===== src/rtl/fft_stage_sequencer.sv =====
// Purpose : sequences an in-place radix-2 DIT FFT of 2**LOG2_NFFT points, one
//           butterfly command (addr_a, addr_b, tw_addr) per bf_valid/bf_ready
//           handshake, with PIPE_LAT idle cycles between stages.
// Latency : first command valid the cycle after start is accepted; done pulses
//           PIPE_LAT cycles after the last handshake of the final stage.
// Backpressure: bf_ready=0 stalls the sequencer and holds every output stable.
// Ports   : clk, rst_n (async active-low), start, abort, bf_ready in;
//           bf_valid, addr_a, addr_b, tw_addr, stage, busy, done out.
// Option  : FFT_IFFT_EN adds input inverse and output tw_conj (inverse latched
//           at start, held until return to IDLE).
module fft_stage_sequencer #(
  parameter int LOG2_NFFT = 5,
  parameter int PIPE_LAT  = 3
) (
  input  logic                         clk,
  input  logic                         rst_n,
  input  logic                         start,
  input  logic                         abort,
  input  logic                         bf_ready,
`ifdef FFT_IFFT_EN
  input  logic                         inverse,
  output logic                         tw_conj,
`endif
  output logic                         bf_valid,
  output logic [LOG2_NFFT-1:0]         addr_a,
  output logic [LOG2_NFFT-1:0]         addr_b,
  output logic [LOG2_NFFT-1:0]         tw_addr,
  output logic [$clog2(LOG2_NFFT)-1:0] stage,
  output logic                         busy,
  output logic                         done
);

  localparam int SW = $clog2(LOG2_NFFT);
  localparam int KW = LOG2_NFFT - 1;
  localparam int WW = (PIPE_LAT > 1) ? $clog2(PIPE_LAT) : 1;

  localparam logic [KW-1:0] K_LAST  = '1;
  localparam logic [SW-1:0] S_LAST  = SW'(LOG2_NFFT - 1);
  localparam logic [WW-1:0] W_LAST  = WW'((PIPE_LAT > 0) ? PIPE_LAT - 1 : 0);
  localparam logic [SW:0]   TW_TOP  = (SW+1)'(LOG2_NFFT - 1);

  typedef enum logic [1:0] {ST_IDLE, ST_RUN, ST_WAIT, ST_DONE} state_t;

  state_t        state;
  logic [KW-1:0] k;
  logic [WW-1:0] wcnt;
  logic          last_stage;

  // Address decode from (stage, k). Shift amounts are one bit wider than
  // stage because stage+1 can reach LOG2_NFFT.
  logic [LOG2_NFFT-1:0] k_w, half, p, j, a_dec;
  logic [SW:0]          s_p1, tw_sh;

  always_comb begin
    k_w   = {1'b0, k};
    half  = LOG2_NFFT'(1) << stage;
    p     = k_w & (half - LOG2_NFFT'(1));
    j     = k_w >> stage;
    s_p1  = {1'b0, stage} + (SW+1)'(1);
    tw_sh = TW_TOP - {1'b0, stage};
    a_dec = (j << s_p1) | p;
  end

  // Addresses are forced to zero outside a transform so that reset and IDLE
  // present all-zero outputs (stage=0,k=0 would otherwise decode addr_b=1).
  assign addr_a  = busy ? a_dec          : '0;
  assign addr_b  = busy ? (a_dec + half) : '0;
  assign tw_addr = busy ? (p << tw_sh)   : '0;

  assign last_stage = (stage == S_LAST);

  always_ff @(posedge clk or negedge rst_n) begin
    if (!rst_n) begin
      state    <= ST_IDLE;
      stage    <= '0;
      k        <= '0;
      wcnt     <= '0;
      bf_valid <= 1'b0;
      busy     <= 1'b0;
      done     <= 1'b0;
`ifdef FFT_IFFT_EN
      tw_conj  <= 1'b0;
`endif
    end else if (abort) begin
      // Abort wins over handshake and start; in IDLE this is a no-op clear.
      state    <= ST_IDLE;
      stage    <= '0;
      k        <= '0;
      wcnt     <= '0;
      bf_valid <= 1'b0;
      busy     <= 1'b0;
      done     <= 1'b0;
`ifdef FFT_IFFT_EN
      tw_conj  <= 1'b0;
`endif
    end else begin
      case (state)
        ST_IDLE: begin
          if (start) begin
            state    <= ST_RUN;
            stage    <= '0;
            k        <= '0;
            bf_valid <= 1'b1;
            busy     <= 1'b1;
`ifdef FFT_IFFT_EN
            tw_conj  <= inverse;
`endif
          end
        end

        ST_RUN: begin
          if (bf_ready) begin
            if (k == K_LAST) begin
              k <= '0;
              if (PIPE_LAT == 0) begin
                // No drain gap: apply the stage-exit decision immediately.
                if (last_stage) begin
                  state    <= ST_DONE;
                  bf_valid <= 1'b0;
                  done     <= 1'b1;
                end else begin
                  stage <= stage + SW'(1);
                end
              end else begin
                state    <= ST_WAIT;
                bf_valid <= 1'b0;
                wcnt     <= '0;
              end
            end else begin
              k <= k + KW'(1);
            end
          end
        end

        ST_WAIT: begin
          if (wcnt == W_LAST) begin
            if (last_stage) begin
              state <= ST_DONE;
              done  <= 1'b1;
            end else begin
              state    <= ST_RUN;
              stage    <= stage + SW'(1);
              bf_valid <= 1'b1;
            end
          end else begin
            wcnt <= wcnt + WW'(1);
          end
        end

        ST_DONE: begin
          state <= ST_IDLE;
          stage <= '0;
          done  <= 1'b0;
          busy  <= 1'b0;
`ifdef FFT_IFFT_EN
          tw_conj <= 1'b0;
`endif
        end

        default: state <= ST_IDLE;
      endcase
    end
  end

endmodule


===== config.mk =====
export PLATFORM = sky130hd
export DESIGN_NAME = fft_stage_sequencer
export DESIGN_NICKNAME = d
export VERILOG_FILES = /design/src/rtl/fft_stage_sequencer.sv
export SDC_FILE = /design/constraint.sdc
export NUM_CORES = 1
export LEC_CHECK = 0
export BUFFER_PORTS_ARGS = -buffer_cell sky130_fd_sc_hd__buf_2
export CORE_AREA = 2 2 86 80
export DETAILED_ROUTE_END_ITERATION = 8
export DIE_AREA = 0 0 88 82
export SLEW_MARGIN = 30
export SYNTH_ARGS = -nofsm -noshare
export SYNTH_HDL_FRONTEND = slang
export SYNTH_SLANG_ARGS = --single-unit

===== constraint.sdc =====
create_clock -name clk -period 5.8 [get_ports clk]
set_input_delay 0.29 -clock clk [delete_from_list [all_inputs] [get_ports clk]]
set_output_delay 0.29 -clock clk [all_outputs]
set_load 0.005 [all_outputs]

==> results of run 1 <==
==> Yosys cell counts, drive strengths merged, types with 2 or more instances <==
cell type	n
ha	17
o21ba	2
nand2	21
nand2b	5
a31oi	2
a21oi	11
a41o	2
mux2	2
nand4	2
clkbuf	7
xor2	2
buf	5
o21ai	23
nand3	4
o31ai	7
nor2	10
and2	8
nor3	4
a21boi	3
dfrtp	14
mux2i	3
o31a	3
xnor2	3
a211oi	2
nor2b	5
a21o	5
inv	9
==> repair_timing <==
item / CTS / global route
hold buffers: 1 / 0
hold endpoints to repair: 14 / 0
setup endpoints to repair: 0 / 0
==> how the worst max path moves through the flow <==
stage,to,slack (ps),cells past startpoint
floorplan,addr_b[4],2580,12
global placement,addr_b[4],1800,13
detailed placement,addr_b[4],1750,13
CTS,addr_b[4],1470,13
global route,addr_b[4],1080,13
finish,addr_b[4],1460,13
==> registers in the layout, summed over array words and instances, names as in the netlist <==
register / count
state: 2
done: 1
wcnt: 2
busy: 1
bf_valid: 1
stage: 3
k: 4
==> per-layer routing <==
metal  global-route usage  routed length (um)
met1                0.148                1870
met2                0.145                1440
met3               0.0121                 140
met4               0.0231                  17
met5                    0                   0
==> per-stage QoR <==
stage          utilization  std cells  power, W  area (um2)  hold slack [ps]
2_1_floorplan            -        195  0.000339        1530            -5.59
3_3_place_gp         0.270        298  0.000398        1710              207
3_5_place_dp         0.270        298  0.000400        1710              208
4_1_cts              0.281        303  0.000496        1780              367
5_1_grt              0.281        303  0.000541        1780              380
6_report             0.281        303  0.000491        1780              364
==> layout make-up <==
class | instances | area [um2]
clock buffers | 4 | 55.1
multi-input cells | 160 | 1090
repair buffers | 26 | 135
well taps | 90 | 113
fillers | 682 | 4560
flip-flops and latches | 14 | 350
inverters | 9 | 33.8
==> kinds of logic (layout without fill, tap and decap cells) <==
logic type	count (synthesis)	count (layout)	synth area share
mux	5	5	0.0343
fa+ha+maj	18	18	0.152
simple gates	66	66	0.220
compound gates	66	66	0.278
xor+xnor	5	5	0.0286
flops	14	14	0.229
buf+inv	21	39	0.0588
==> worst max-delay path, stage by stage, from the launching register on <==
cell and delay [ps]:
sky130_fd_sc_hd__dfrtp_1 790, sky130_fd_sc_hd__inv_1 270, sky130_fd_sc_hd__ha_1 650, sky130_fd_sc_hd__inv_1 180
sky130_fd_sc_hd__nand2_1 130, sky130_fd_sc_hd__o31ai_1 100, sky130_fd_sc_hd__ha_1 250, sky130_fd_sc_hd__fa_1 430
sky130_fd_sc_hd__a21o_1 190, sky130_fd_sc_hd__a21oi_1 160, sky130_fd_sc_hd__xnor2_1 80, sky130_fd_sc_hd__or3_1 310
sky130_fd_sc_hd__a21boi_1 130, sky130_fd_sc_hd__buf_2 120
==> power breakdown <==
| part | internal [W] | switching (W) |
|---|---|---|
| Sequential | 0.000116 | 0.0000425 |
| Clock | 0.0000601 | 0.0000339 |
| Combinational | 0.000105 | 0.000134 |
==> cells in the final DEF (no fill, tap or decap), types with 4 or more instances in the layout <==
| cell type | instances |
|---|---|
| sky130_fd_sc_hd__clkbuf_8 | 4 |
| sky130_fd_sc_hd__nor2_1 | 10 |
| sky130_fd_sc_hd__dfrtp_1 | 14 |
| sky130_fd_sc_hd__nand3_1 | 4 |
| sky130_fd_sc_hd__buf_2 | 25 |
| sky130_fd_sc_hd__nor2b_1 | 5 |
| sky130_fd_sc_hd__nor3_1 | 4 |
| sky130_fd_sc_hd__a21o_1 | 5 |
| sky130_fd_sc_hd__o21ai_0 | 13 |
| sky130_fd_sc_hd__o31ai_1 | 7 |
| sky130_fd_sc_hd__ha_1 | 17 |
| sky130_fd_sc_hd__a21oi_1 | 11 |
| sky130_fd_sc_hd__nand2b_1 | 5 |
| sky130_fd_sc_hd__and2_1 | 8 |
| sky130_fd_sc_hd__nand2_1 | 21 |
| sky130_fd_sc_hd__inv_1 | 9 |
| sky130_fd_sc_hd__o21ai_1 | 10 |
==> flow_summary.rst, run 1 <==
.. list-table::
   :header-rows: 1

   * - Metric
     - Value
   * - Buffers on Ports
     - 25
   * - Number of buffers created by CTS
     - 3
   * - Number of DRC markers after the initial detailed-route iteration
     - 150
   * - Worst hold start
     - abort
   * - GR Overflow Total
     - 0
   * - Total half-perimeter wirelength after legalization and detailed placement
     - 2.68 mm
   * - Number of gates resized after cts
     - 0
   * - Fraction of final layout cells sized beyond drive strength 1
     - 0.155
   * - Average detailed-routed wire length per instance
     - 11.4 um
   * - Depth of the CTS H-tree
     - 1
   * - Via total after detailed routing
     - 1421
   * - Worst reg2reg endpoint
     - stage[2]
   * - Leak Pwr
     - 0.800 nW
   * - Number of buffers on the longest clock path
     - 2
   * - Vias/cell
     - 4.69
   * - Setup CP Type
     - reg -> out
   * - Total die area
     - 7220 um2
   * - Highest clock frequency the design can meet
     - approximately 0.23 GHz
   * - Slew margin rel.
     - 0.536
   * - Critical Path Start Type
     - register
   * - CTS Root Buffer Type
     - sky130_fd_sc_hd__clkbuf_8
   * - Start of the worst register-to-register path
     - stage[0]
   * - Drt pass-1 iters
     - 4
   * - Post-synth top area share
     - 0.229
   * - Effective utilization at floorplan
     - 0.242
   * - Synthesized net count
     - approximately 220
   * - Pre-CTS setup slack
     - 1750 ps
   * - Number of rows in the core area
     - 28
   * - Count of endpoints failing hold in the final timing report
     - 0
   * - Net count of the finished layout
     - 237
   * - Power per standard cell area
     - 276 nW/um2
   * - CTS clk-pin slew, worst paths
     - 60 ps
   * - Post-synth ARST share
     - 1.00
   * - Remaining DRCs
     - 0
   * - Final count of negative-setup-slack endpoints
     - 0
   * - Post-synth EDFFs
     - 0
   * - Warnings, synthesis
     - 0
   * - Number of antenna violations at the first check in global routing
     - 0
   * - Time the final worst path needs with I/O delays and setup
     - 4340 ps
   * - Clock tree from TritonCTS
     - yes
   * - Weighted congestion at the end of routability-driven global placement
     - between 0.8 and 0.9
   * - Type of the most critical hold path
     - in -> reg
   * - Number of distinct library cell variants in the gate-level netlist after synthesis
     - between 40 and 50
   * - Cell types occupying the most area after synthesis
     - sky130_fd_sc_hd__dfrtp_1, sky130_fd_sc_hd__ha_1, sky130_fd_sc_hd__nand2_1
   * - Required arrival time at the worst endpoint
     - 5510 ps
   * - Proportion of synthesized chip area in sequential cells
     - 0.229
   * - Largest voltage drop on the vdd net
     - 0.146 mV
   * - Maximum clock skew at final layout
     - ~2.2 ps
   * - Most area-hungry cell type in the Yosys netlist
     - sky130_fd_sc_hd__dfrtp_1
   * - Total routing resource utilization after global routing
     - 0.0976
   * - Global-route wire length before repair
     - 5.67 mm
   * - Standard cell core area
     - 6340 um2
   * - Number of maximum-capacitance violations
     - 0
   * - Setup tns final
     - 0 ps
   * - Final ANT Viol Nets
     - 0
   * - Worst Hold Endpoint
     - busy
   * - Data arrival time of the worst path
     - 4050 ps
   * - Final count of pins violating max slew
     - 0
   * - Synthesized area divided by synthesized cell count
     - 7.86 um2
   * - Pin count of the biggest net entering global routing
     - 25
   * - Hold Path Depth
     - 2
   * - Number of inserted diodes
     - 0
   * - Reg-to-reg slack, setup
     - 3300 ps
   * - Vertical extent of the die
     - 82 um
   * - Unrepaired setup endpoints after global routing
     - no
   * - Width of the chip
     - 88 um
   * - Measured slew at the worst slew-check pin
     - just under 700 ps
   * - Post-synthesis sequential element count
     - 14
   * - Post-Syn Area
     - 1530 um2
   * - CP Capture Type
     - primary output
   * - Worst-Skew Late Latency
     - 240 ps
   * - Most common flop cell mapped by yosys
     - sky130_fd_sc_hd__dfrtp_1
   * - Clock sinks
     - 14
   * - Drt total wl
     - 3.47 mm
   * - Top fanout value on the critical path
     - 24
   * - Relative area change from synthesis to final layout
     - 16.1%
   * - Start point of the critical path
     - stage[0]
   * - Count of pins on the block boundary
     - 26
   * - Status
     - complete, no violations
   * - Portion of the clock cycle consumed by the worst path in the final layout
     - 0.748
   * - Minimum setup slack in the final design
     - 1460 ps
   * - Count of mapped cells out of synthesis
     - 195
   * - Number of global-route vias before repair
     - 1160
   * - Logic depth of the worst register-to-register path
     - 7
   * - Total setup buffers inserted after CTS
     - 0
Note: power is estimated with default switching activity, not from simulation.
==> run 2, diff against run 1 <==
==> constraint.sdc (replaced) <==
create_clock -name clk -period 3.7 [get_ports clk]
set_input_delay 0.185 -clock clk [delete_from_list [all_inputs] [get_ports clk]]
set_output_delay 0.185 -clock clk [all_outputs]
set_load 0.005 [all_outputs]
==> flow_summary.rst, run 2 (synthesis gave the netlist of run 1 again) <==
.. list-table::
   :header-rows: 1

   * - Metric
     - Value
   * - Number of inserted diodes
     - 0 (unchanged)
   * - Largest registers
     - k x4, stage x3
   * - Number of antenna violations at the first check in global routing
     - 0 (unchanged)
   * - Reg-to-reg slack, setup
     - 1820 ps (-1480 ps)
   * - Final count of negative-setup-slack endpoints
     - 0 (unchanged)
   * - Routing usage on met3
     - 0.0211 (+0.00905)
   * - Standard cell core area
     - 6340 um2 (unchanged)
   * - Number of buffers created by CTS
     - 3 (unchanged)
   * - Leak Pwr
     - 0.830 nW (+3.7%)
   * - Top cell family by delay on the critical path
     - adder cells
   * - Buffers on Ports
     - 25 (unchanged)
   * - Largest voltage drop on the vdd net
     - 0.274 mV (+88%)
   * - Drt pass-1 iters
     - 4 (unchanged)
   * - Top fanout value on the critical path
     - 9 (-63%)
   * - Global-route wire length before repair
     - 5.87 mm (+3.5%)
   * - Type of the most critical hold path
     - in -> reg
   * - Pin count of the biggest net entering global routing
     - 17 (-32%)
   * - Slew margin rel.
     - 0.618 (+0.0822)
   * - Depth of the CTS H-tree
     - 1 (unchanged)
   * - Sequential Power Share
     - 0.304 (-0.019)
   * - CTS Root Buffer Type
     - sky130_fd_sc_hd__clkbuf_8
   * - Maximum clock skew at final layout
     - 3.61 ps (+1.40 ps)
   * - Clock sinks
     - 14 (unchanged)
   * - Number of DRC markers after the initial detailed-route iteration
     - 101 (-33%)
   * - Relative area change from synthesis to final layout
     - 18.6%
   * - Average detailed-routed wire length per instance
     - 11.7 um (+2.6%)
   * - Top library cells by usage in the layout, fill and taps aside
     - sky130_fd_sc_hd__buf_2, sky130_fd_sc_hd__nand2_1, sky130_fd_sc_hd__ha_1, sky130_fd_sc_hd__o21ai_0, sky130_fd_sc_hd__dfrtp_1
   * - Biggest register
     - k
   * - Most frequent standard cell in the layout excluding fill and tap cells
     - sky130_fd_sc_hd__buf_2
   * - Highest clock frequency the design can meet
     - roughly 0.29 GHz
   * - Vertical extent of the die
     - 82 um (unchanged)
   * - Multi-input logic area
     - 1100 um2 (+0.69%)
   * - Worst-Skew Late Latency
     - 250 ps (about the same)
   * - Time the final worst path needs with I/O delays and setup
     - 3450 ps
   * - Count of endpoints failing hold in the final timing report
     - 0 (unchanged)
   * - Total die area
     - 7220 um2 (unchanged)
   * - Number of rows in the core area
     - 28 (unchanged)
   * - Power per standard cell area
     - 435 nW/um2 (+58%)
   * - Clock power frac
     - 0.191 (about the same)
   * - Switching power
     - 0.000340 W (+62%)
   * - Proportion of total power due to net switching
     - 0.430 (+0.00276)
   * - Count of pins on the block boundary
     - 26 (unchanged)
   * - Weighted congestion at the end of routability-driven global placement
     - 0.841 (-5.4%)
   * - Hold_ws
     - 259 ps (-104 ps)
   * - Portion of the clock cycle consumed by the worst path in the final layout
     - 0.932
   * - Final non-filler cell area
     - 1820 um2 (+2.2%)
   * - Effective utilization at floorplan
     - 0.242 (unchanged)
   * - Critical Path Start Type
     - register
   * - Number of maximum-capacitance violations
     - 0 (unchanged)
   * - Measured slew at the worst slew-check pin
     - 568 ps (-128 ps)
   * - Required arrival time at the worst endpoint
     - 3510 ps (-2000 ps)
   * - Width of the chip
     - 88 um (unchanged)
   * - Number of buffers and inverters on the critical path
     - 1 (-2)
   * - Cells along the critical path
     - ha_1 > ha_1 > nand2_1 > o31ai_1 > ha_1 > fa_1 > a21o_1 > a21oi_1 > xnor2_1 > or3_1 > a21boi_1 > buf_2
   * - Filler cell count
     - 689 (+1.0%)
   * - Total routing resource utilization after global routing
     - 0.104 (+0.00595)
   * - Setup tns final
     - 0 ps (unchanged)
   * - Critical-path cell with the highest stage delay
     - sky130_fd_sc_hd__dfrtp_2
   * - Unrepaired setup endpoints after global routing
     - no
   * - Net count of the finished layout
     - 241 (+1.7%)
   * - Number of buffers on the longest clock path
     - 2 (unchanged)
   * - Final count of pins violating max slew
     - 0 (unchanged)
   * - Met2 Resource Use GR
     - 0.154 (+0.00833)
   * - Area of placed instances
     - 1740 um2 (+1.8%)
   * - Setup CP Type
     - reg -> out
   * - GR Overflow Total
     - 0 (unchanged)
   * - Clock tree from TritonCTS
     - yes
   * - Routing layer with the top usage in global route
     - met2
   * - Fraction of final layout cells sized beyond drive strength 1
     - 0.184 (+0.0294)
   * - Maximum cell stage delay along the critical path
     - 470 ps (-320 ps)
   * - Remaining DRCs
     - 0 (unchanged)
   * - Status
     - complete, no violations
   * - Max FFs per register
     - 4 (unchanged)
   * - Via total after detailed routing
     - 1466 (+3.2%)
   * - Total half-perimeter wirelength after legalization and detailed placement
     - 2.73 mm (+1.9%)
   * - CTS clk-pin slew, worst paths
     - 60 ps (about the same)
   * - Number of global-route vias before repair
     - 1243 (+7.2%)
   * - Cell internal power dissipation
     - 0.000451 W (+60%)
   * - Met1 Use GR
     - 0.149 (+0.00148)
   * - Area taken by flip-flops and latches
     - 352 um2 (+0.36%)
   * - Final ANT Viol Nets
     - 0 (unchanged)
   * - Data arrival time of the worst path
     - 3260 ps (-790 ps)
   * - Library cell appearing most often on the critical path
     - sky130_fd_sc_hd__ha_1
   * - Combinational power share
     - 0.505 (+0.019)
   * - CP Capture Type
     - primary output
   * - Vias/cell
     - 4.78 (+1.8%)
   * - Drt total wl
     - 3.60 mm (+3.9%)
==> run 2: cell count changes in the layout (fill, tap and decap cells not counted) <==
cell                       previous run  this run
sky130_fd_sc_hd__dfrtp_2              0         1
sky130_fd_sc_hd__nand2b_1             5         4
sky130_fd_sc_hd__dfrtp_1             14        13
sky130_fd_sc_hd__nand2b_4             0         1
sky130_fd_sc_hd__buf_4                0         4
sky130_fd_sc_hd__inv_2                0         1
sky130_fd_sc_hd__inv_1                9         8
==> run 2: power by group through the flow <==
stage               Sequential [W]  Clock, W  Combinational [W]
floorplan                 0.000218         0           0.000313
global placement          0.000237         0           0.000388
detailed placement        0.000240         0           0.000397
CTS                       0.000237  0.000155           0.000398
global route              0.000248  0.000161           0.000457
finish                    0.000241  0.000151           0.000400
==> run 2: routing by layer <==
metal	vias to the layer above	routed length [um]
met3	4	145
li1	751	-
met5	-	0
met4	0	44
met2	36	1540
met1	675	1880
==> run 2: worst paths after layout <==
kind | startpoint | to | cells after the start
min in group asynchronous | rst_n | state[1] | 2
max in group asynchronous | rst_n | stage[0] | 2
setup / recovery | stage[0] | addr_b[4] | 12
hold reg to reg | wcnt[0] | wcnt[0] | 1
setup reg to reg | state[0] | bf_valid | 7
hold / removal | abort | done | 2
==> run 2: final cells by class <==
class	instances	share of cell area
flip-flops and latches	14	0.193
clock buffers	4	0.0303
multi-input cells	160	0.605
well taps	90	0.0619
inverters	9	0.0186
repair buffers	30	0.0908
==> run 2: stage by stage <==
step	setup slack, ps	cells	util	power (W)
after floorplan	585	195	-	0.000531
after CTS	158	307	0.285	0.000790
after global placement	477	302	0.275	0.000626
after detailed placement	433	302	0.275	0.000637
after global routing	2.10	307	0.287	0.000865
final	250	307	0.287	0.000791
==> run 2: repair_timing <==
action,CTS,global route
endpoints found under the hold margin,14,0
setup endpoints to repair,0,1
gates resized for setup,0,3
hold buffers,1,0
setup buffers,0,0
==> run 3, diff against run 2 <==
==> constraint.sdc (replaced) <==
create_clock -name clk -period 4.3 [get_ports clk]
set_input_delay 0.215 -clock clk [delete_from_list [all_inputs] [get_ports clk]]
set_output_delay 0.215 -clock clk [all_outputs]
set_load 0.005 [all_outputs]
==> flow_summary.rst, run 3 (synthesis gave the netlist of run 1 again) <==
.. list-table::
   :header-rows: 1

   * - Metric
     - Value
   * - Buffers on Ports
     - 25 (unchanged)
   * - Biggest register
     - k
   * - Leak Pwr
     - 0.811 nW (-2.3%)
   * - Worst-Skew Late Latency
     - 240 ps (about the same)
   * - Type of the most critical hold path
     - in -> reg
   * - Remaining DRCs
     - 0 (unchanged)
   * - Largest voltage drop on the vdd net
     - 0.270 mV (-1.4%)
   * - Depth of the CTS H-tree
     - 1 (unchanged)
   * - Start point of the critical path
     - stage[1]
   * - Number of DRC markers after the initial detailed-route iteration
     - 91 (-9.9%)
   * - Status
     - complete, no violations
   * - Maximum clock skew at final layout
     - 2.49 ps (-1.12 ps)
   * - Final count of negative-setup-slack endpoints
     - 0 (unchanged)
   * - Fraction of final layout cells sized beyond drive strength 1
     - 0.163 (-0.0215)
   * - Worst reg2reg endpoint
     - stage[2]
   * - Timing endpoint of the critical path
     - addr_b[4]
   * - Number of inserted diodes
     - 0 (unchanged)
   * - Setup tns final
     - 0 ps (unchanged)
   * - Global-route wire length before repair
     - 6.27 mm (+6.7%)
   * - Vias/cell
     - 4.69 (-1.8%)
   * - Filler cell count
     - 703 (+2.0%)
   * - Cells along the critical path
     - inv_1 > ha_1 > buf_4 > nand2_1 > o311ai_1 > ha_1 > a21o_1 > a21oi_1 > xnor2_1 > or3_1 > a21boi_1 > buf_2
   * - Start of the worst register-to-register path
     - stage[1]
   * - Top fanout value on the critical path
     - 20 (+11)
   * - Final ANT Viol Nets
     - 0 (unchanged)
   * - Final non-filler cell area
     - 1790 um2 (-1.3%)
   * - Weighted congestion at the end of routability-driven global placement
     - 0.821 (-2.4%)
   * - Number of buffers and inverters on the critical path
     - 3 (+2)
   * - Vertical extent of the die
     - 82 um (unchanged)
   * - Critical-path cell with the highest stage delay
     - sky130_fd_sc_hd__dfrtp_1
   * - Total number of cells along the worst setup path
     - 12 (unchanged)
   * - Top cell family by delay on the critical path
     - compound AO/OA/AOI/OAI gates
   * - Net count of the finished layout
     - 239 (-0.83%)
   * - Count of endpoints failing hold in the final timing report
     - 0 (unchanged)
   * - Number of gates resized after cts
     - 0 (unchanged)
   * - Hold_ws
     - 284 ps (+24.6 ps)
   * - Critical Path Start Type
     - register
   * - Largest registers
     - k x4, stage x3
   * - Measured slew at the worst slew-check pin
     - 593 ps (+24.6 ps)
   * - Via total after detailed routing
     - 1430 (-2.5%)
   * - Highest clock frequency the design can meet
     - 0.266 GHz
   * - Area of placed instances
     - 1730 um2 (-0.86%)
   * - Pin count of the biggest net entering global routing
     - 22 (+5)
   * - Area taken by flip-flops and latches
     - 350 um2 (-0.36%)
   * - Number of antenna violations at the first check in global routing
     - 0 (unchanged)
   * - Maximum cell stage delay along the critical path
     - 710 ps (+240 ps)
   * - Time the final worst path needs with I/O delays and setup
     - 3760 ps
   * - Number of maximum-capacitance violations
     - 0 (unchanged)
   * - Number of buffers created by CTS
     - 3 (unchanged)
   * - Reg-to-reg slack, setup
     - 2000 ps (+180 ps)
   * - Number of buffers on the longest clock path
     - 2 (unchanged)
   * - Total die area
     - 7220 um2 (unchanged)
   * - Clock sinks
     - 14 (unchanged)
   * - Average detailed-routed wire length per instance
     - 12.0 um (+2.0%)
   * - CP Capture Type
     - primary output
   * - Required arrival time at the worst endpoint
     - 4090 ps (+580 ps)
   * - Library cell appearing most often on the critical path
     - sky130_fd_sc_hd__ha_1
   * - Relative area change from synthesis to final layout
     - 17.1%
   * - Number of global-route vias before repair
     - 1376 (+11%)
   * - Most frequent standard cell in the layout excluding fill and tap cells
     - sky130_fd_sc_hd__buf_2
   * - CTS Root Buffer Type
     - sky130_fd_sc_hd__clkbuf_8
   * - Total half-perimeter wirelength after legalization and detailed placement
     - 2.81 mm (+3.1%)
   * - Unrepaired setup endpoints after global routing
     - no
   * - Max FFs per register
     - 4 (unchanged)
   * - Drt pass-1 iters
     - 4 (unchanged)
   * - Logic depth of the worst register-to-register path
     - 7 (unchanged)
   * - Number of rows in the core area
     - 28 (unchanged)
   * - Setup CP Type
     - reg -> out
   * - Count of pins on the block boundary
     - 26 (unchanged)
   * - Top library cells by usage in the layout, fill and taps aside
     - sky130_fd_sc_hd__buf_2, sky130_fd_sc_hd__nand2_1, sky130_fd_sc_hd__ha_1, sky130_fd_sc_hd__dfrtp_1, sky130_fd_sc_hd__o21ai_0
   * - Power per standard cell area
     - 377 nW/um2 (-13%)
   * - Effective utilization at floorplan
     - 0.242 (unchanged)
   * - Portion of the clock cycle consumed by the worst path in the final layout
     - 0.873
   * - Total routing resource utilization after global routing
     - 0.107 (+0.00341)
   * - Clock tree from TritonCTS
     - yes
   * - GR Overflow Total
     - 0 (unchanged)
   * - Multi-input logic area
     - 1090 um2 (-0.68%)
   * - Standard cell core area
     - 6340 um2 (unchanged)
   * - Data arrival time of the worst path
     - 3540 ps (+280 ps)
   * - Final count of pins violating max slew
     - 0 (unchanged)
   * - Drt total wl
     - 3.65 mm (+1.4%)
   * - Width of the chip
     - 88 um (unchanged)
   * - CTS clk-pin slew, worst paths
     - 60 ps (about the same)
   * - Slew margin rel.
     - 0.601 (-0.0165)
run 3: cell count changes in the layout (fill, tap and decap cells not counted):
cell                       delta
sky130_fd_sc_hd__nand2b_1     +1
sky130_fd_sc_hd__nand2b_4     -1
sky130_fd_sc_hd__dfrtp_2      -1
sky130_fd_sc_hd__buf_4        -2
sky130_fd_sc_hd__inv_2        -1
sky130_fd_sc_hd__dfrtp_1      +1
sky130_fd_sc_hd__inv_1        +1
run 3: final cells by class:
cell class                 instances  share of cell area
multi-input combinational        160               0.609
clock buffer                       4              0.0307
sequential                        14               0.195
inverter                           9              0.0188
timing repair buffer              28              0.0837
tap                               90              0.0628
run 3: what timing repair did:
action,4_1_cts,5_1_grt
hold endpoints to repair,14,0
setup buffers,0,0
hold buffers,1,0
run 3: power breakdown:
group | switching [W] | total (W) | leakage (nW) | internal, W
Clock | 0.0000469 | 0.000128 | 0.0288 | 0.0000811
Combinational | 0.000199 | 0.000348 | 0.592 | 0.000148
Sequential | 0.0000439 | 0.000201 | 0.191 | 0.000157
run 3: worst min-delay path by stage:
| stage | start | endpoint | slack [ps] | depth (start not counted) |
|---|---|---|---|---|
| 2_1_floorplan | rst_n | bf_valid | -80 | 0 |
| 3_3_place_gp | rst_n | state[0] | 130 | 1 |
| 3_5_place_dp | rst_n | state[0] | 140 | 1 |
| 4_1_cts | abort | done | 280 | 2 |
| 5_1_grt | abort | done | 300 | 2 |
| 6_report | abort | done | 280 | 2 |
run 3: worst reg2reg max path: stages, from the launching register on:
cell and delay (ps):
sky130_fd_sc_hd__dfrtp_1 710, sky130_fd_sc_hd__inv_1 170, sky130_fd_sc_hd__ha_1 250, sky130_fd_sc_hd__ha_1 290
sky130_fd_sc_hd__nand2b_1 180, sky130_fd_sc_hd__a21oi_1 180, sky130_fd_sc_hd__o21ai_1 160, sky130_fd_sc_hd__o31ai_1 250
run 3: per-stage QoR:
| stage | utilization | total power (W) | setup WS [ps] | instances |
|---|---|---|---|---|
| after floorplan | - | 0.000457 | 1160 | 195 |
| after global placement | 0.273 | 0.000540 | 846 | 300 |
| after detailed placement | 0.273 | 0.000551 | 855 | 300 |
| after CTS | 0.283 | 0.000686 | 574 | 305 |
| after global routing | 0.283 | 0.000752 | 222 | 305 |
| final | 0.283 | 0.000676 | 545 | 305 |
run 3: layer usage:
metal / part of all wire / wire length [um] / GRT usage / vias up
met5: 0 / 0 / 0 / -
li1: - / - / - / 740
met4: 0.012 / 42 / 0.0308 / 0
met1: 0.52 / 1880 / 0.150 / 658
met3: 0.032 / 118 / 0.0121 / 4
met2: 0.44 / 1610 / 0.173 / 28
